==> config.mk <==
export PLATFORM = sky130hd
export DESIGN_NAME = zion_clr_en_dff_pipe
export DESIGN_NICKNAME = d
export VERILOG_FILES = /design/src/rtl/zion_clr_en_dff_pipe.sv
export SDC_FILE = /design/constraint.sdc
export NUM_CORES = 1
export LEC_CHECK = 0
export ABC_CLOCK_PERIOD_IN_PS = 1530
export BUFFER_PORTS_ARGS = -buffer_cell sky130_fd_sc_hd__buf_2
export CORE_ASPECT_RATIO = 1.5
export CORE_UTILIZATION = 51
export CTS_CLUSTER_DIAMETER = 150
export CTS_CLUSTER_SIZE = 24
export DETAILED_ROUTE_END_ITERATION = 8
export PLACE_DENSITY = 0.77
export SETUP_SLACK_MARGIN = 0.1
export SYNTH_ARGS = -nofsm -noshare
export SYNTH_HDL_FRONTEND = slang
export SYNTH_SLANG_ARGS = --single-unit
==> constraint.sdc <==
create_clock -name clk -period 1.53 [get_ports clk]
set_input_delay 0.306 -clock clk [delete_from_list [all_inputs] [get_ports clk]]
set_output_delay 0.306 -clock clk [all_outputs]
set_load 0.005 [all_outputs]
==> src/rtl/zion_clr_en_dff_pipe.sv <==
// zion_clr_en_dff_pipe
//   Elastic register pipe of DEPTH stages with valid/ready handshake on both
//   sides, a global enable that freezes the pipe, a synchronous flush, and a
//   registered occupancy count. Empty stages collapse, so a beat advances
//   whenever the stage ahead of it is empty or is itself advancing.
//
// Ports
//   clk   : clock, all state changes on the rising edge
//   rst   : asynchronous reset, active low
//   iEn   : global enable; low freezes every stage and blocks both handshakes
//   iClr  : synchronous flush; empties the pipe and reloads INI_DATA
//   iVld  : upstream beat valid
//   iDat  : upstream beat data
//   oRdy  : upstream may transfer this cycle (combinational from iRdy)
//   oVld  : downstream beat valid
//   oDat  : downstream beat data (last stage)
//   iRdy  : downstream accepts this cycle
//   oCnt  : number of occupied stages, registered
module zion_clr_en_dff_pipe #(
    parameter int unsigned      WIDTH    = 8,
    parameter int unsigned      DEPTH    = 2,
    parameter logic [WIDTH-1:0] INI_DATA = '0
) (
    input  logic                       clk,
    input  logic                       rst,
    input  logic                       iEn,
    input  logic                       iClr,
    input  logic                       iVld,
    input  logic [WIDTH-1:0]           iDat,
    output logic                       oRdy,
    output logic                       oVld,
    output logic [WIDTH-1:0]           oDat,
    input  logic                       iRdy,
    output logic [$clog2(DEPTH+1)-1:0] oCnt
);

    localparam int unsigned CW = $clog2(DEPTH + 1);

    if (WIDTH < 1 || DEPTH < 1 || $bits(INI_DATA) > WIDTH) begin : gParamCheck
        $error("zion_clr_en_dff_pipe: illegal parameters WIDTH=%0d DEPTH=%0d", WIDTH, DEPTH);
`ifdef CHECK_ERR_EXIT
        $fatal(1, "zion_clr_en_dff_pipe: parameter check failed");
`endif
    end

    logic                 act;
    logic                 room;
    logic                 inXfer;
    logic                 outXfer;
    logic [DEPTH-1:0]     v;
    logic [DEPTH-1:0]     mv;
    logic [DEPTH-1:0]     srcV;
    logic [WIDTH-1:0]     d    [DEPTH];
    logic [WIDTH-1:0]     srcD [DEPTH];
    logic [CW-1:0]        cnt;

    // rst is folded in so that oRdy reads low while reset is asserted.
    assign act = iEn & ~iClr & rst;

    // mv[k] = act & (!v[k] | mv[k+1]) unrolled from the output end: a stage
    // may advance if any stage at or ahead of it is empty, or the sink is
    // ready. The running 'room' term avoids a self-referencing vector.
    always_comb begin
        room = iRdy;
        mv   = '0;
        for (int unsigned i = 0; i < DEPTH; i++) begin
            room              = room | ~v[DEPTH-1-i];
            mv[DEPTH-1-i]     = act & room;
        end
    end

    // Source of each stage: upstream port for stage 0, previous stage otherwise.
    always_comb begin
        srcV[0] = iVld;
        srcD[0] = iDat;
        for (int unsigned k = 1; k < DEPTH; k++) begin
            srcV[k] = v[k-1];
            srcD[k] = d[k-1];
        end
    end

    assign oRdy    = mv[0];
    assign oVld    = v[DEPTH-1] & act;
    assign oDat    = d[DEPTH-1];
    assign oCnt    = cnt;
    assign inXfer  = iVld & oRdy;
    assign outXfer = oVld & iRdy;

    always_ff @(posedge clk or negedge rst) begin
        if (!rst) begin
            v   <= '0;
            cnt <= '0;
            for (int unsigned k = 0; k < DEPTH; k++) begin
                d[k] <= INI_DATA;
            end
        end else if (iClr) begin
            v   <= '0;
            cnt <= '0;
            for (int unsigned k = 0; k < DEPTH; k++) begin
                d[k] <= INI_DATA;
            end
        end else if (iEn) begin
            for (int unsigned k = 0; k < DEPTH; k++) begin
                if (mv[k]) begin
                    v[k] <= srcV[k];
                    // Data of an empty source is not copied; the stage keeps its word.
                    if (srcV[k]) begin
                        d[k] <= srcD[k];
                    end
                end
            end
            case ({inXfer, outXfer})
                2'b10:   cnt <= cnt + CW'(1);
                2'b01:   cnt <= cnt - CW'(1);
                default: cnt <= cnt;
            endcase
        end
    end

endmodule

==> reports/results.tsv, run 1 <==
metric	value	unit
min_period_over_period	92.4	%
worst-path-max-fanout	6	
crit_path_end_kind	primary output	
cp.required	1220	ps
overflow	0	
drc_errors	0	
rows	19	
first_pass_iters	4	
antenna_found_initial	0	
mostFrequentLayoutCell	buf_2	
slew_headroom	71.3	%
final_max_slew_viol_count	0	
dieArea	2260	um2
start_util	56.1	%
clk_latency	300	ps
synthTopCellsByArea	dfrtp_1 48%, a22o_1 6.7%, buf_4 6.4%	
r2r_slack	220	ps
grt_first_pass_wirelength	3190	um
die_w	39.1	um
status	finished, final reports clean	
grt_max_degree	19	
portBuffers	25	
drive_gt1_share	40.2	%
avgSynthCellArea	11.1	um2
wl_per_cell	14.4	um
post-dp-hpwl	1500	um
final_cell_mix	24 x buf_2, 18 x dfrtp_1, 16 x nand2_1, 8 x nand3b_1, 8 x a22o_1	
synthCells	95	
slowest_delay	450	ps
vias_per_cell	5.63	
drtAntennaViolNets	0	
hp-class	in -> async	
ys_seq_area_share	47.5	%
grt_pass1_vias	728	
final.setup.worst_slack	116	ps
synth_cell_types	26	
slowest_stage	dfrtp_2	
placed_area	1120	um2
yosysWarnings	0	
cts_buffers	3	
fin_area	1190	um2
gr-usage-all-layers	20.6	%
ir_worst_vdd	0.000498	V
fin_crit	1410	ps
power	0.896	mW
multi_input_area	448	um2
synth_top_area_share	47.5	%
path_class	reg -> out	
place.gp.congestion	0.798	
seq_area	503	um2
ios	26	
clockBufferDepth	2	
synth_area_leader_cell	dfrtp_1	
nFillCells	165	
htree_levels	1	
skew	0.935	ps
die-height	57.7	um
cts_root_buf	clkbuf_4	
totalWireLength	1990	um
hold_viol_final	0	
yosys_register_bits	20	
nNetsFinal	133	
arrival	1110	ps
leakage	0.646	nW
cap_violations	0	
tritoncts	built	
rsz0062_at_grt	true	
fin_setup_tns	0	ps
power.density	756	nW/um2
num_vias	777	
syn_area	1050	um2
drtIter0Drc	8	
hold_ws	144	ps
dp_slack	79.9	ps
worst_pin_slew	430	ps
diodes	0	
max_clock_freq	707	MHz
core	1880	um2
start_kind	flop	
crit_chain	nand3b_4 > and2_4 > buf_6	
cts_num_sinks	20	
synth_fp_nets	109	
area_growth	12.6	%
path_clk_slew	110	ps
setup_viol	0	
==> state kept, by name, indices dropped and copies added (netlist names) <==
register	cells
d	8
oCnt	2
oDat	8
v	2
==> final cells by class <==
class / instances / share of cell area [%]
timing repair buffer: 32 / 15.7
sequential: 20 / 42.4
multi-input combinational: 62 / 37.8
clock buffer: 3 / 1.90
tap: 21 / 2.22
==> stage by stage <==
stage	cells	util (%)
after floorplan	95	-
after global placement	131	59.7
after detailed placement	131	59.7
after CTS	138	62.8
after global routing	138	63.2
final	138	63.2
==> worst max-delay path: cells and delay by family, from the launching register on <==
kind,cells,cell delay [ps]
simple gates,2,250
flops,1,450
buf+inv,1,100
==> per-layer routing <==
metal	global-route usage [%]	part of all wire (%)
met1	25.8	43
met2	33.8	51
met3	3.83	3.7
met4	8.87	1.9
met5	0	0
==> cells by family (layout without fill, tap and decap cells) <==
| group | Yosys count | count (layout) | share of synthesized area (%) |
|---|---|---|---|
| xor gates and xnor gates | 3 | 3 | 2.49 |
| AOI/OAI and AO/OA | 14 | 14 | 14.4 |
| and+or+nand+nor | 45 | 45 | 25.5 |
| DFF | 20 | 20 | 47.5 |
| buffers and inverters | 13 | 35 | 10.1 |
==> power breakdown <==
group / switching, mW / internal (mW)
sequential: 0.00927 / 0.539
clock: 0.155 / 0.0918
combinational: 0.0541 / 0.0465
==> worst paths after layout <==
path,start,end,cells past startpoint
worst min-delay path,rst,oDat[5],3
max in group asynchronous,rst,oDat[3],3
worst max-delay path,v[1],oRdy,3
min in group clk,iDat[4],d[12],3
worst min register to register,oDat[5],oDat[5],1
worst max register to register,v[1],oDat[6],3
==> cells in the mapped netlist <==
master	number
and3_4	1
and3_2	2
dfrtp_1	20
nor2b_1	2
and2b_2	1
xor2_1	1
xnor2_1	2
nand2_1	16
nand3_2	1
a32oi_1	2
a41oi_2	1
buf_4	9
buf_6	3
a22o_1	8
nand2b_1	1
buf_2	1
nand3b_1	8
nor2_1	3
and3b_1	1
nand4_1	2
a31oi_4	1
o221ai_2	1
nand3b_4	1
and2_2	1
a41o_2	1
nand3_1	5
==> what timing repair did <==
item                                    4_1_cts  5_1_grt
pin swaps                                     1        1
setup buffers                                 3        0
hold buffers                                  1        0
endpoints found under the setup margin        2        2
endpoints found under the hold margin         4        0
resized for setup                             3        1
Power figures use the tool's default switching activity.
==> run 2: changes to the inputs <==
- ABC_CLOCK_PERIOD_IN_PS: 1530 -> 1800
- CORE_ASPECT_RATIO: 1.5 -> not set
- CORE_UTILIZATION: 51 -> 55
- PLACE_DENSITY: 0.77 -> 0.82
- clock period: 1.53 -> 1.8 ns (I/O delays scaled with it)
==> reports/results.tsv, run 2 (synthesized netlist as in run 1, its figures left out) <==
metric	value	unit	change
grt_pass1_vias	665		-8.7%
drtIter0Drc	9		+1
cts_buffers	3		unchanged
clk_latency	300	ps	about the same
rsz0062_at_grt	false		
dp_slack	194	ps	+114 ps
leakage	0.639	nW	-1.1%
rows	15		-4
gr-usage-all-layers	21.7	%	+1.0 points
crit_family	simple AND/OR/NAND/NOR gates		
arrival	1250	ps	+140 ps
drive_gt1_share	38.6	%	-1.6 points
max_clock_freq	621	MHz	
grt_first_pass_wirelength	3040	um	-4.8%
post-dp-hpwl	1420	um	-4.9%
final.setup.worst_slack	189	ps	+72.7 ps
min_period_over_period	89.5	%	
final_core_util	67.1	%	+3.9 points
final_cell_mix	25 x buf_2, 18 x dfrtp_1, 16 x nand2_1, 8 x nand3b_1, 8 x a22o_1		
first_pass_iters	4		unchanged
reg2reg_depth	3		unchanged
mostFrequentLayoutCell	buf_2		
nFillCells	164		-0.61%
place.gp.congestion	0.745		-6.7%
fin_crit	1610	ps	
setup_viol	0		unchanged
die-height	45.8	um	-21%
worst_pin_slew	423	ps	-7.19 ps
cpMostUsedCell	buf_2		
slowest_stage	and3b_1		
overflow	0		unchanged
r2r_slack	500	ps	+280 ps
area_growth	12.4	%	
cap_violations	0		unchanged
start_util	59.7	%	+3.6 points
diodes	0		unchanged
ir_worst_vdd	0.000529	V	+6.2%
skew	6.36	ps	+5.42 ps
die_w	45.8	um	+17%
drc_errors	0		unchanged
antenna_found_initial	0		unchanged
dp_cells	134		+2.3%
start_kind	input pin		
slew_headroom	71.8	%	+0.48 points
power.density	769	nW/um2	+1.8%
path_class	in -> out		
crit_path_end_kind	primary output		
cts_num_sinks	20		unchanged
path_clk_slew	120	ps	about the same
hp-class	in -> async		
wl_per_cell	14.1	um	-1.8%
path_depth	4		+1
cp_num_buf_inv	2		+1
cts_root_buf	clkbuf_4		
crit_chain	buf_2 > and3b_1 > and2_2 > buf_2		
hold_viol_final	0		unchanged
cp.required	1440	ps	+220 ps
dieArea	2090	um2	-7.1%
slowest_delay	390	ps	-60 ps
nNetsFinal	129		-3.0%
totalWireLength	1960	um	-1.1%
hold_ws	11.7	ps	-132 ps
layout.cells.non_filler	139		+0.72%
ios	26		unchanged
portBuffers	25		unchanged
fin_setup_tns	0	ps	unchanged
vias_per_cell	5.53		-1.9%
tritoncts	built		
status	finished, final reports clean		
grt_max_degree	17		-2
htree_levels	1		unchanged
clockBufferDepth	2		unchanged
core	1760	um2	-6.1%
drtAntennaViolNets	0		unchanged
final_max_slew_viol_count	0		unchanged
num_vias	768		-1.2%
worst-path-max-fanout	15		+9
## run 2: where the power goes
group / leakage [nW] / total, mW / internal (mW) / switching (mW)
clock: 0.0279 / 0.365 / 0.225 / 0.139
combinational: 0.337 / 0.0788 / 0.0350 / 0.0438
sequential: 0.274 / 0.467 / 0.458 / 0.00871
total: 0.639 / 0.910 / 0.718 / 0.192
## run 2: worst register-to-register path, delay by kind of cell (launching register included)
family           cells  cell delay, ps
flip-flops           1             480
AO/OA/AOI/OAI        2             570
AND/OR/NAND/NOR      1             150
## run 2: timing repair
| item | in CTS | in global routing |
|---|---|---|
| endpoints found under the hold margin | 4 | 0 |
| endpoints found under the setup margin | 0 | 1 |
| hold buffers | 1 | 0 |
| setup buffers | 0 | 0 |
| resized for setup | 0 | 2 |
## run 2: metrics by stage
step / instance area [um2] / total power, mW
2_1_floorplan: 1050 / 0.516
5_1_grt: 1180 / 0.942
4_1_cts: 1180 / 0.914
3_3_place_gp: 1120 / 0.550
3_5_place_dp: 1120 / 0.553
6_report: 1180 / 0.910
## run 2: area by class of cell
class                           instances  area [um2]  share of cell area [%]
Timing Repair Buffer                   28         150                    12.7
Clock buffer                            3        22.5                    1.90
Multi-Input combinational cell         62         447                    37.7
Tap cell                               25        31.3                    2.64
Clock inverter                          1        30.0                    2.54
Sequential cell                        20         503                    42.5
## run 2: layer usage
layer / share of wire, % / track usage (%)
met1: 45 / 27.7
met2: 47 / 34.3
met3: 5.2 / 2.78
met4: 2.4 / 14.1
met5: 0 / 0
## run 2: path summary, 6_finish.rpt
kind,endpoint,from
max in group asynchronous,v[1],rst
hold reg to reg,oDat[5],oDat[5]
setup / recovery,oRdy,iClr
min in group clk,d[11],iDat[3]
setup reg to reg,oDat[3],v[1]
hold / removal,oDat[5],rst
